File: src/rtl/tomasulo_pkg.sv
// Shared Tomasulo definitions: widths, func encodings, reservation-station entry
// layout and the per-function execution latency lookup.
package tomasulo_pkg;
  localparam int DATA_W = 8;
  localparam int TAG_W  = 3;
  localparam int REG_W  = 4;
  localparam int FN_W   = 4;

  localparam logic [FN_W-1:0] FN_ADD = 4'b0000;
  localparam logic [FN_W-1:0] FN_SUB = 4'b0001;
  localparam logic [FN_W-1:0] FN_MUL = 4'b0010;
  localparam logic [FN_W-1:0] FN_DIV = 4'b0011;
  localparam logic [FN_W-1:0] FN_LD  = 4'b0100;
  localparam logic [FN_W-1:0] FN_ST  = 4'b0101;

  typedef struct packed {
    logic              valid;
    logic [FN_W-1:0]   func;
    logic [REG_W-1:0]  rd;
    logic [TAG_W-1:0]  rob;
    logic              rdy1;
    logic [DATA_W-1:0] v1;
    logic [TAG_W-1:0]  q1;
    logic              rdy2;
    logic [DATA_W-1:0] v2;
    logic [TAG_W-1:0]  q2;
  } rs_entry_t;

  typedef struct packed {
    logic [FN_W-1:0]   func;
    logic [REG_W-1:0]  rd;
    logic [TAG_W-1:0]  rob;
    logic [DATA_W-1:0] v1;
    logic [DATA_W-1:0] v2;
  } exec_out_t;

  // Latencies come from the instantiating module's parameters.
  function automatic int fn_latency(input logic [FN_W-1:0] f, input int l_as,
                                    input int l_mul, input int l_div, input int l_mem);
    case (f)
      FN_ADD, FN_SUB: return l_as;
      FN_MUL:         return l_mul;
      FN_DIV:         return l_div;
      FN_LD, FN_ST:   return l_mem;
      default:        return 1;
    endcase
  endfunction
endpackage

File: src/rtl/rs_dispatch_if.sv
// Issue, CDB and execute-stage bundle for the reservation station.
interface rs_dispatch_if;
  import tomasulo_pkg::*;

  logic              iss_valid, iss_ready;
  logic [FN_W-1:0]   iss_func;
  logic [REG_W-1:0]  iss_rd;
  logic [TAG_W-1:0]  iss_rob;
  logic              iss_rdy1, iss_rdy2;
  logic [DATA_W-1:0] iss_v1, iss_v2;
  logic [TAG_W-1:0]  iss_q1, iss_q2;

  logic              cdb_valid;
  logic [TAG_W-1:0]  cdb_tag;
  logic [DATA_W-1:0] cdb_data;

  logic [DATA_W-1:0] rs1_data, rs2_data;
  logic [FN_W-1:0]   func;
  logic [TAG_W-1:0]  rob_ind;
  logic [REG_W-1:0]  rd;
  logic              exec_b;

  modport master (
    output iss_valid, iss_func, iss_rd, iss_rob, iss_rdy1, iss_v1, iss_q1,
           iss_rdy2, iss_v2, iss_q2, cdb_valid, cdb_tag, cdb_data,
    input  iss_ready, rs1_data, rs2_data, func, rob_ind, rd, exec_b
  );
  modport slave (
    input  iss_valid, iss_func, iss_rd, iss_rob, iss_rdy1, iss_v1, iss_q1,
           iss_rdy2, iss_v2, iss_q2, cdb_valid, cdb_tag, cdb_data,
    output iss_ready, rs1_data, rs2_data, func, rob_ind, rd, exec_b
  );
endinterface

File: src/rtl/rs_entry_wakeup.sv
// One operand slot's CDB snoop: captures the broadcast when it carries the awaited tag.
module rs_entry_wakeup
  import tomasulo_pkg::*;
(
  input  logic              valid_i,
  input  logic              rdy_i,
  input  logic [DATA_W-1:0] val_i,
  input  logic [TAG_W-1:0]  q_i,
  input  logic              cdb_valid,
  input  logic [TAG_W-1:0]  cdb_tag,
  input  logic [DATA_W-1:0] cdb_data,
  output logic              rdy_o,
  output logic [DATA_W-1:0] val_o
);
  logic hit;

  assign hit   = valid_i && !rdy_i && cdb_valid && (q_i == cdb_tag);
  assign rdy_o = rdy_i || hit;
  assign val_o = hit ? cdb_data : val_i;
endmodule

File: src/rtl/rs_dispatch.sv
// Collapsing reservation station: oldest-ready select, latency-gated dispatch
// and CDB wakeup, driving the execute stage with a one-cycle strobe.
module rs_dispatch
  import tomasulo_pkg::*;
#(
  parameter int DEPTH   = 4,
  parameter int LAT_AS  = 2,
  parameter int LAT_MUL = 4,
  parameter int LAT_DIV = 6,
  parameter int LAT_MEM = 2
) (
  input  logic          clk1,
  input  logic          rst_n,
  input  logic          flush,
  rs_dispatch_if.slave  io,
  output logic [3:0]    count
);
  localparam int CNT_W  = 4;
  localparam int IDX_W  = $clog2(DEPTH);
  localparam int BUSY_W = 8;

  rs_entry_t ent_q [DEPTH];
  rs_entry_t ent_d [DEPTH];
  rs_entry_t nxt   [DEPTH];
  rs_entry_t new_e;

  logic [DEPTH-1:0]             wk_rdy1, wk_rdy2;
  logic [DEPTH-1:0][DATA_W-1:0] wk_v1, wk_v2;

  logic [CNT_W-1:0]  count_q, count_d, base;
  logic [BUSY_W-1:0] busy_q, busy_d;
  logic              exec_q, exec_d;
  exec_out_t         out_q, out_d;
  logic              found, disp, accept, hit1, hit2;
  logic [IDX_W-1:0]  sel;

  for (genvar g = 0; g < DEPTH; g++) begin : g_wk
    rs_entry_wakeup u_wk1 (
      .valid_i(ent_q[g].valid), .rdy_i(ent_q[g].rdy1), .val_i(ent_q[g].v1), .q_i(ent_q[g].q1),
      .cdb_valid(io.cdb_valid), .cdb_tag(io.cdb_tag), .cdb_data(io.cdb_data),
      .rdy_o(wk_rdy1[g]), .val_o(wk_v1[g])
    );
    rs_entry_wakeup u_wk2 (
      .valid_i(ent_q[g].valid), .rdy_i(ent_q[g].rdy2), .val_i(ent_q[g].v2), .q_i(ent_q[g].q2),
      .cdb_valid(io.cdb_valid), .cdb_tag(io.cdb_tag), .cdb_data(io.cdb_data),
      .rdy_o(wk_rdy2[g]), .val_o(wk_v2[g])
    );
  end

  assign io.iss_ready = (count_q < CNT_W'(DEPTH));
  assign count        = count_q;
  assign io.exec_b    = exec_q;
  assign io.rs1_data  = out_q.v1;
  assign io.rs2_data  = out_q.v2;
  assign io.func      = out_q.func;
  assign io.rob_ind   = out_q.rob;
  assign io.rd        = out_q.rd;

  always_comb begin
    // Select looks only at registered readiness, so a wakeup costs one cycle.
    found = 1'b0;
    sel   = '0;
    for (int i = 0; i < DEPTH; i++) begin
      if (!found && ent_q[i].valid && ent_q[i].rdy1 && ent_q[i].rdy2) begin
        found = 1'b1;
        sel   = IDX_W'(i);
      end
    end
    disp   = found && (busy_q == '0) && !flush;
    accept = io.iss_valid && io.iss_ready && !flush;

    hit1        = !io.iss_rdy1 && io.cdb_valid && (io.iss_q1 == io.cdb_tag);
    hit2        = !io.iss_rdy2 && io.cdb_valid && (io.iss_q2 == io.cdb_tag);
    new_e.valid = 1'b1;
    new_e.func  = io.iss_func;
    new_e.rd    = io.iss_rd;
    new_e.rob   = io.iss_rob;
    new_e.rdy1  = io.iss_rdy1 || hit1;
    new_e.v1    = hit1 ? io.cdb_data : io.iss_v1;
    new_e.q1    = io.iss_q1;
    new_e.rdy2  = io.iss_rdy2 || hit2;
    new_e.v2    = hit2 ? io.cdb_data : io.iss_v2;
    new_e.q2    = io.iss_q2;

    for (int i = 0; i < DEPTH; i++) begin
      nxt[i]      = ent_q[i];
      nxt[i].rdy1 = wk_rdy1[i];
      nxt[i].v1   = wk_v1[i];
      nxt[i].rdy2 = wk_rdy2[i];
      nxt[i].v2   = wk_v2[i];
      ent_d[i]    = nxt[i];
    end
    if (disp) begin
      for (int i = 0; i < DEPTH - 1; i++)
        if (i >= int'(sel)) ent_d[i] = nxt[i+1];
      ent_d[DEPTH-1] = '0;
    end

    // New entry lands just behind the survivors of this cycle's compaction.
    base = count_q - CNT_W'(disp);
    if (accept)
      for (int i = 0; i < DEPTH; i++)
        if (base == CNT_W'(i)) ent_d[i] = new_e;
    count_d = base + CNT_W'(accept);

    if (disp)                busy_d = BUSY_W'(fn_latency(ent_q[sel].func, LAT_AS, LAT_MUL, LAT_DIV, LAT_MEM) - 1);
    else if (busy_q != '0)   busy_d = busy_q - BUSY_W'(1);
    else                     busy_d = busy_q;

    exec_d = disp;
    out_d  = out_q;
    if (disp) begin
      out_d.func = ent_q[sel].func;
      out_d.rd   = ent_q[sel].rd;
      out_d.rob  = ent_q[sel].rob;
      out_d.v1   = ent_q[sel].v1;
      out_d.v2   = ent_q[sel].v2;
    end

    if (flush) begin
      for (int i = 0; i < DEPTH; i++) ent_d[i] = '0;
      count_d = '0;
      busy_d  = '0;
    end
  end

  always_ff @(posedge clk1 or negedge rst_n) begin
    if (!rst_n) begin
      for (int i = 0; i < DEPTH; i++) ent_q[i] <= '0;
      count_q <= '0;
      busy_q  <= '0;
      exec_q  <= 1'b0;
      out_q   <= '0;
    end else begin
      for (int i = 0; i < DEPTH; i++) ent_q[i] <= ent_d[i];
      count_q <= count_d;
      busy_q  <= busy_d;
      exec_q  <= exec_d;
      out_q   <= out_d;
    end
  end
endmodule

File: src/flat_wrapper.sv
// flat-port wrapper written by rule: the top's interface ports become plain ports
module rs_dispatch_flat import tomasulo_pkg::*;
#(
  parameter int DEPTH   = 4,
  parameter int LAT_AS  = 2,
  parameter int LAT_MUL = 4,
  parameter int LAT_DIV = 6,
  parameter int LAT_MEM = 2
)
  (clk1, rst_n, flush, count, io_iss_valid, io_iss_func, io_iss_rd, io_iss_rob, io_iss_rdy1, io_iss_v1, io_iss_q1, io_iss_rdy2, io_iss_v2, io_iss_q2, io_cdb_valid, io_cdb_tag, io_cdb_data, io_iss_ready, io_rs1_data, io_rs2_data, io_func, io_rob_ind, io_rd, io_exec_b);
  rs_dispatch_if io_i ();
  input  logic clk1;
  input  logic rst_n;
  input  logic flush;
  output logic [3:0] count;
  input wire logic [$bits(io_i.iss_valid)-1:0] io_iss_valid;
  input wire logic [$bits(io_i.iss_func)-1:0] io_iss_func;
  input wire logic [$bits(io_i.iss_rd)-1:0] io_iss_rd;
  input wire logic [$bits(io_i.iss_rob)-1:0] io_iss_rob;
  input wire logic [$bits(io_i.iss_rdy1)-1:0] io_iss_rdy1;
  input wire logic [$bits(io_i.iss_v1)-1:0] io_iss_v1;
  input wire logic [$bits(io_i.iss_q1)-1:0] io_iss_q1;
  input wire logic [$bits(io_i.iss_rdy2)-1:0] io_iss_rdy2;
  input wire logic [$bits(io_i.iss_v2)-1:0] io_iss_v2;
  input wire logic [$bits(io_i.iss_q2)-1:0] io_iss_q2;
  input wire logic [$bits(io_i.cdb_valid)-1:0] io_cdb_valid;
  input wire logic [$bits(io_i.cdb_tag)-1:0] io_cdb_tag;
  input wire logic [$bits(io_i.cdb_data)-1:0] io_cdb_data;
  output wire logic [$bits(io_i.iss_ready)-1:0] io_iss_ready;
  output wire logic [$bits(io_i.rs1_data)-1:0] io_rs1_data;
  output wire logic [$bits(io_i.rs2_data)-1:0] io_rs2_data;
  output wire logic [$bits(io_i.func)-1:0] io_func;
  output wire logic [$bits(io_i.rob_ind)-1:0] io_rob_ind;
  output wire logic [$bits(io_i.rd)-1:0] io_rd;
  output wire logic [$bits(io_i.exec_b)-1:0] io_exec_b;
  assign io_i.iss_valid = io_iss_valid;
  assign io_i.iss_func = io_iss_func;
  assign io_i.iss_rd = io_iss_rd;
  assign io_i.iss_rob = io_iss_rob;
  assign io_i.iss_rdy1 = io_iss_rdy1;
  assign io_i.iss_v1 = io_iss_v1;
  assign io_i.iss_q1 = io_iss_q1;
  assign io_i.iss_rdy2 = io_iss_rdy2;
  assign io_i.iss_v2 = io_iss_v2;
  assign io_i.iss_q2 = io_iss_q2;
  assign io_i.cdb_valid = io_cdb_valid;
  assign io_i.cdb_tag = io_cdb_tag;
  assign io_i.cdb_data = io_cdb_data;
  assign io_iss_ready = io_i.iss_ready;
  assign io_rs1_data = io_i.rs1_data;
  assign io_rs2_data = io_i.rs2_data;
  assign io_func = io_i.func;
  assign io_rob_ind = io_i.rob_ind;
  assign io_rd = io_i.rd;
  assign io_exec_b = io_i.exec_b;
  rs_dispatch #(.DEPTH(DEPTH), .LAT_AS(LAT_AS), .LAT_MUL(LAT_MUL), .LAT_DIV(LAT_DIV), .LAT_MEM(LAT_MEM)) u_core (.clk1(clk1), .rst_n(rst_n), .flush(flush), .io(io_i), .count(count));
endmodule
File: config.mk
export PLATFORM = sky130hd
export DESIGN_NAME = rs_dispatch_flat
export DESIGN_NICKNAME = d
export VERILOG_FILES = /design/src/rtl/tomasulo_pkg.sv /design/src/rtl/rs_dispatch_if.sv /design/src/rtl/rs_entry_wakeup.sv /design/src/rtl/rs_dispatch.sv /design/src/flat_wrapper.sv
export SDC_FILE = /design/constraint.sdc
export NUM_CORES = 1
export LEC_CHECK = 0
export CORE_ASPECT_RATIO = 0.8
export CORE_MARGIN = 1
export CORE_UTILIZATION = 41
export DETAILED_ROUTE_END_ITERATION = 8
export HOLD_SLACK_MARGIN = 0.1
export PLACE_DENSITY_LB_ADDON = 0.15
export SYNTH_ARGS = -nofsm -noshare
export SYNTH_HDL_FRONTEND = slang
export SYNTH_HIERARCHICAL = 1
export SYNTH_SLANG_ARGS = --single-unit
File: constraint.sdc
create_clock -name clk1 -period 4.41 [get_ports clk1]
set_clock_uncertainty 0.15 [all_clocks]
set_input_delay 0.441 -clock clk1 [delete_from_list [all_inputs] [get_ports clk1]]
set_output_delay 0.441 -clock clk1 [all_outputs]
set_load 0.005 [all_outputs]
# Yosys cells after proc, flatten, opt, wreduce, memory -nomap -nowiden
# Index checks and enable logic that the tools add are counted.
[totals]
register_bits = 184
input_bits = 51
output_inout_bits = 33
word_cells = 185
[op_classes]
bitwise = 1
mux = 36
reduce_logical = 73
eq_ne = 18
addsub = 4
n_lt_le_gt_ge = 5
[ops]
columns = ["op", "n"]
rows = [
  ["$mux 144", 3],
  ["$mux 36", 7],
  ["$mux 8", 14],
  ["$bmux 36 s2", 1],
  ["$mux 35", 2],
  ["$logic_and 1x1->1", 43],
  ["$eq 3x3->1", 10],
  ["$eq 4x2->1 const B", 4],
  ["$logic_not 1->1", 14],
  ["$logic_or 1x1->1", 10],
  ["$pmux 3 s3", 1],
  ["$eq 4x1->1 const B", 2],
  ["$eq 4x3->1 const B", 2],
  ["$logic_not 4->1", 2],
  ["$logic_not 8->1", 1],
  ["$reduce_bool 8->1", 1],
  ["$sub 8x1->8 const B", 1],
  ["$sub 8x2->8 const B", 1],
  ["$mux 1", 5],
  ["$add 4x1->4", 1],
  ["$ge 1x2->1 const A", 2],
  ["$lt 4x3->1 const B", 1],
  ["$mux 2", 2],
  ["$mux 4", 1],
  ["other kinds (6)", 6],
]

# Depth between registers and ports, before layout
[logic_depth]
word_depth = 29
ltp_mapped = 15
mapped_depth_nobuf = 12

# Cells and area by module
# Netlist, hierarchy kept.
[by_module_without_submodules]
columns = ["mod", "cells_each", "area_per_inst_um2", "n_inst"]
rows = [
  ["rs_dispatch", 1048, 9650.5, 1],
  ["rs_entry_wakeup", 14, 151.4, 8],
]

# Worst setup path before layout
# No wires, ideal clock.
[synth_path]
kind = "register to register"
start = "reg, netlist name u_core/ent_q[71]"
end = "reg, netlist name u_core/ent_q[134]"
t_required_ns = 4.161
t_arrival_ns = 3.315
setup_time_ns = 0.099
path_stages_with_launch = 13
n_path_buf = 3
path_slack_ns = 0.845
synth_period_minus_slack_ns = 3.565
path_cell_list = "dfrtp_1 -> and3_1 -> clkbuf_1 -> nor4_1 -> or4_1 -> nor2_1 -> ha_1 -> nor3b_1 -> xnor2_1 -> nand4_1 -> clkbuf_1 -> clkbuf_1 -> a311oi_1"

==> flow_summary.ini <==
[worst_setup_path]
cpMostUsedCell = ha_1
reg2reg_slack_ps = 320
crit_fanout = 35
arrival_ps = 4310
cp_cell_sequence = inv_1 -> ha_1 -> or3b_1 -> nand2b_1 -> or4_1 -> nor2_1 -> ha_1 -> nor3b_1 -> xnor2_1 -> and4_2 -> nor2_4 -> a22o_1
critPathBufInv = 1
critPathLaunch = u_core/busy_q[0]
crit_family = simple AND/OR/NAND/NOR gates
crit_end = u_core/ent_q[29]
r2r_end = u_core/ent_q[29]
cp.required_ps = 4630
worst_path_largest_cell_delay_ps = 890
endpoint_kind = register
rr_worst_depth = 12
critPathKind = reg -> reg
r2r_start = u_core/busy_q[0]
critPathLaunchType = register
cp_slowest_cell = nor2_4
cp_num_cells = 12

[pwr]
p_sw_frac = 0.280
peakVddDrop_mv = 0.316
pwr-share-comb = 0.159
seq_power_share = 0.457
switching_power_uw = 1110
power.density_mw_per_mm2 = 314
leakage_uw = 0.00525
clkPwrFrac = 0.384
cell_internal_pwr_uw = 2860
finalPower_uw = 3970

[yosys]
synth_compound_area_frac = 0.181
syn_inst = 1160
synthXorXnorAreaFrac = 0.0314
synthFlopType = dfrtp_1
synth_fa_ha_area_frac = 0.00691
synth_seq_area_share = 0.424
synth_top_family_by_area = simple AND/OR/NAND/NOR gates
syn_nets = 1217
ys_types = 57
yosys_register_bits = 184
syn_area_per_cell_um2 = 9.36
synth_mux_area_frac = 0.109
synth_edf_count = 0
synth_area_mm2 = 0.0109
ys_warn_count = 6
async_reset_ff_frac = 1.00
yosys.area_share.simple = 0.208

[placement]
hpwl_um = 20000
io_buffers = 83
place_area_mm2 = 0.0121
place_ws_ps = 352
gp_congestion = 0.788
place_inst = 1535

[detailed_routing]
ant_nets = 0
via_per_inst = 5.87
wl_per_cell_um = 21.1
firstDrtPassIters = 6
dr.first_iter.drc_count = 767
wl_um = 33200
dr_total_vias = 9201
drc = 0

[clock_tree]
h-tree-depth = 4
clock_tree.buffer_depth = 2
path_clk_slew_ps = 70
postCtsSetupBuffers = 0
numClockSinks = 184
cts_buffers = 17
root_buffer = clkbuf_16
cts_resized = 0
insertion_delay_ps = 440
cts_tree = built

[finish]
regArea_mm2 = 0.00460
n_antenna_cell = 0
layout_commonest_cell = nand2_1
final_cell_area_mm2 = 0.0126
syn2layout_area_growth_pct = 16.4
fillers = 2430
layout_common_cells = 238 x nand2_1, 184 x dfrtp_1, 120 x nor2_1
multiInputGateArea_mm2 = 0.00588
drive_above_1_share = 0.151
layout.nets = 1261
fin_cells = 1568

[timing]
rsz0062_at_grt = no
fin_crit_ps = 4090
slew_viol_final = 0
min_period_over_period = 0.928
setup_ws_ps = 317
max_freq_mhz = 244
hold_viol = 0
finalSetupTns_ps = 0
setup_viol = 0
slew-limit-headroom = 0.226
worst_slew_pin_slew_ps = 1160

[die]
core_mm2 = 0.0256
die_w_um = 184
die_h_um = 148
initial_utilization = 0.424
io-pin-count = 84
rows = 52
dieArea_mm2 = 0.0272

[global_routing]
track_usage = 0.253
antenna_found_initial = 0
grt_pass1_vias = 9032
grt_max_degree = 108
grt_pass1_wl_um = 52600
grt_overflow = 0

[min_path]
hold_class = reg -> reg

[flow_run]
cap_violations = 0

[status]
status = finished, final reports clean
[registers in the layout, summed over array words and instances (netlist names)]
name / count
u_core/io.func: 4
u_core/io.exec_b: 1
u_core/io.rs2_data: 8
u_core/ent_q: 144
u_core/count: 4
u_core/io.rs1_data: 8
u_core/io.rob_ind: 3
u_core/busy_q: 8
u_core/io.rd: 4
[worst min path at each step]
stage,start,endpoint,slack (ps),cells past startpoint
6_report,u_core/io.rob_ind[2],u_core/io.rob_ind[2],320,2
5_1_grt,u_core/io.rs1_data[1],u_core/io.rs1_data[1],350,2
4_1_cts,u_core/io.func[3],u_core/io.func[3],330,2
3_5_place_dp,u_core/io.func[3],u_core/io.func[3],320,2
3_3_place_gp,u_core/io.rob_ind[2],u_core/io.rob_ind[2],310,2
2_1_floorplan,rst_n,u_core/busy_q[0],-5,0
[area by class of cell]
type	instances	area share
timing repair buffer	113	0.0888
clock buffer	21	0.0348
clock inverter	11	0.00970
sequential	184	0.364
tap	351	0.0347
multi-input combinational	879	0.465
inverter	9	0.00267
[through the flow]
| stage | hold slack (ps) | utilization |
|---|---|---|
| 2_1_floorplan | -4.59 | - |
| 3_3_place_gp | 311 | 0.471 |
| 3_5_place_dp | 315 | 0.471 |
| 4_1_cts | 331 | 0.493 |
| 5_1_grt | 347 | 0.493 |
| 6_report | 325 | 0.493 |
[synthesized netlist by cell type (all sizes together), types with 12 or more instances]
library cell	count	area, µm²
xor2	27	236
mux2i	18	180
clkbuf	64	240
buf	24	153
nor2	121	454
and3	34	213
a311oi	103	902
nand3	22	110
dfrtp	184	4600
o21ai	31	181
a22o	34	298
xnor2	12	105
a21boi	30	225
nand2	238	893
mux2	89	1000
o211ai	17	128
[worst register-to-register path: stages, from the launching register on]
cell and delay (ps):
dfrtp_1 410, inv_1 70, ha_1 170, or3b_1 360, nand2b_1 180, or4_1 460, nor2_1 160, ha_1 190
nor3b_1 240, xnor2_1 180, and4_2 290, nor2_4 890, a22o_1 270
[timing repair]
| item | 4_1_cts | 5_1_grt |
|---|---|---|
| endpoints found under the hold margin | 105 | 0 |
| setup endpoints to repair | 0 | 0 |
| hold buffers | 1 | 0 |
[layer usage]
layer  share of wire  track usage  vias up
met4           0.013       0.0608        0
met1            0.48        0.373     4581
li1                -            -     4299
met3           0.055       0.0338       26
met2            0.45        0.393      295
met5               0            0        -
[power groups by stage]
stage               combinational [µW]  clock [µW]  sequential (µW)
finish                             632        1520             1820
global route                       700        1620             1830
CTS                                632        1560             1820
detailed placement                 625           0             1850
global placement                   626           0             1850
floorplan                          401           0             1840
[logic make-up (layout without fill, tap and decap cells)]
| logic type | Yosys count | in the layout |
|---|---|---|
| compound gates | 246 | 246 |
| xor+xnor | 39 | 39 |
| fa+ha+maj | 6 | 6 |
| buf+inv | 97 | 154 |
| flops | 184 | 184 |
| mux | 107 | 107 |
| simple gates | 481 | 481 |
Power figures use the tool's default switching activity.
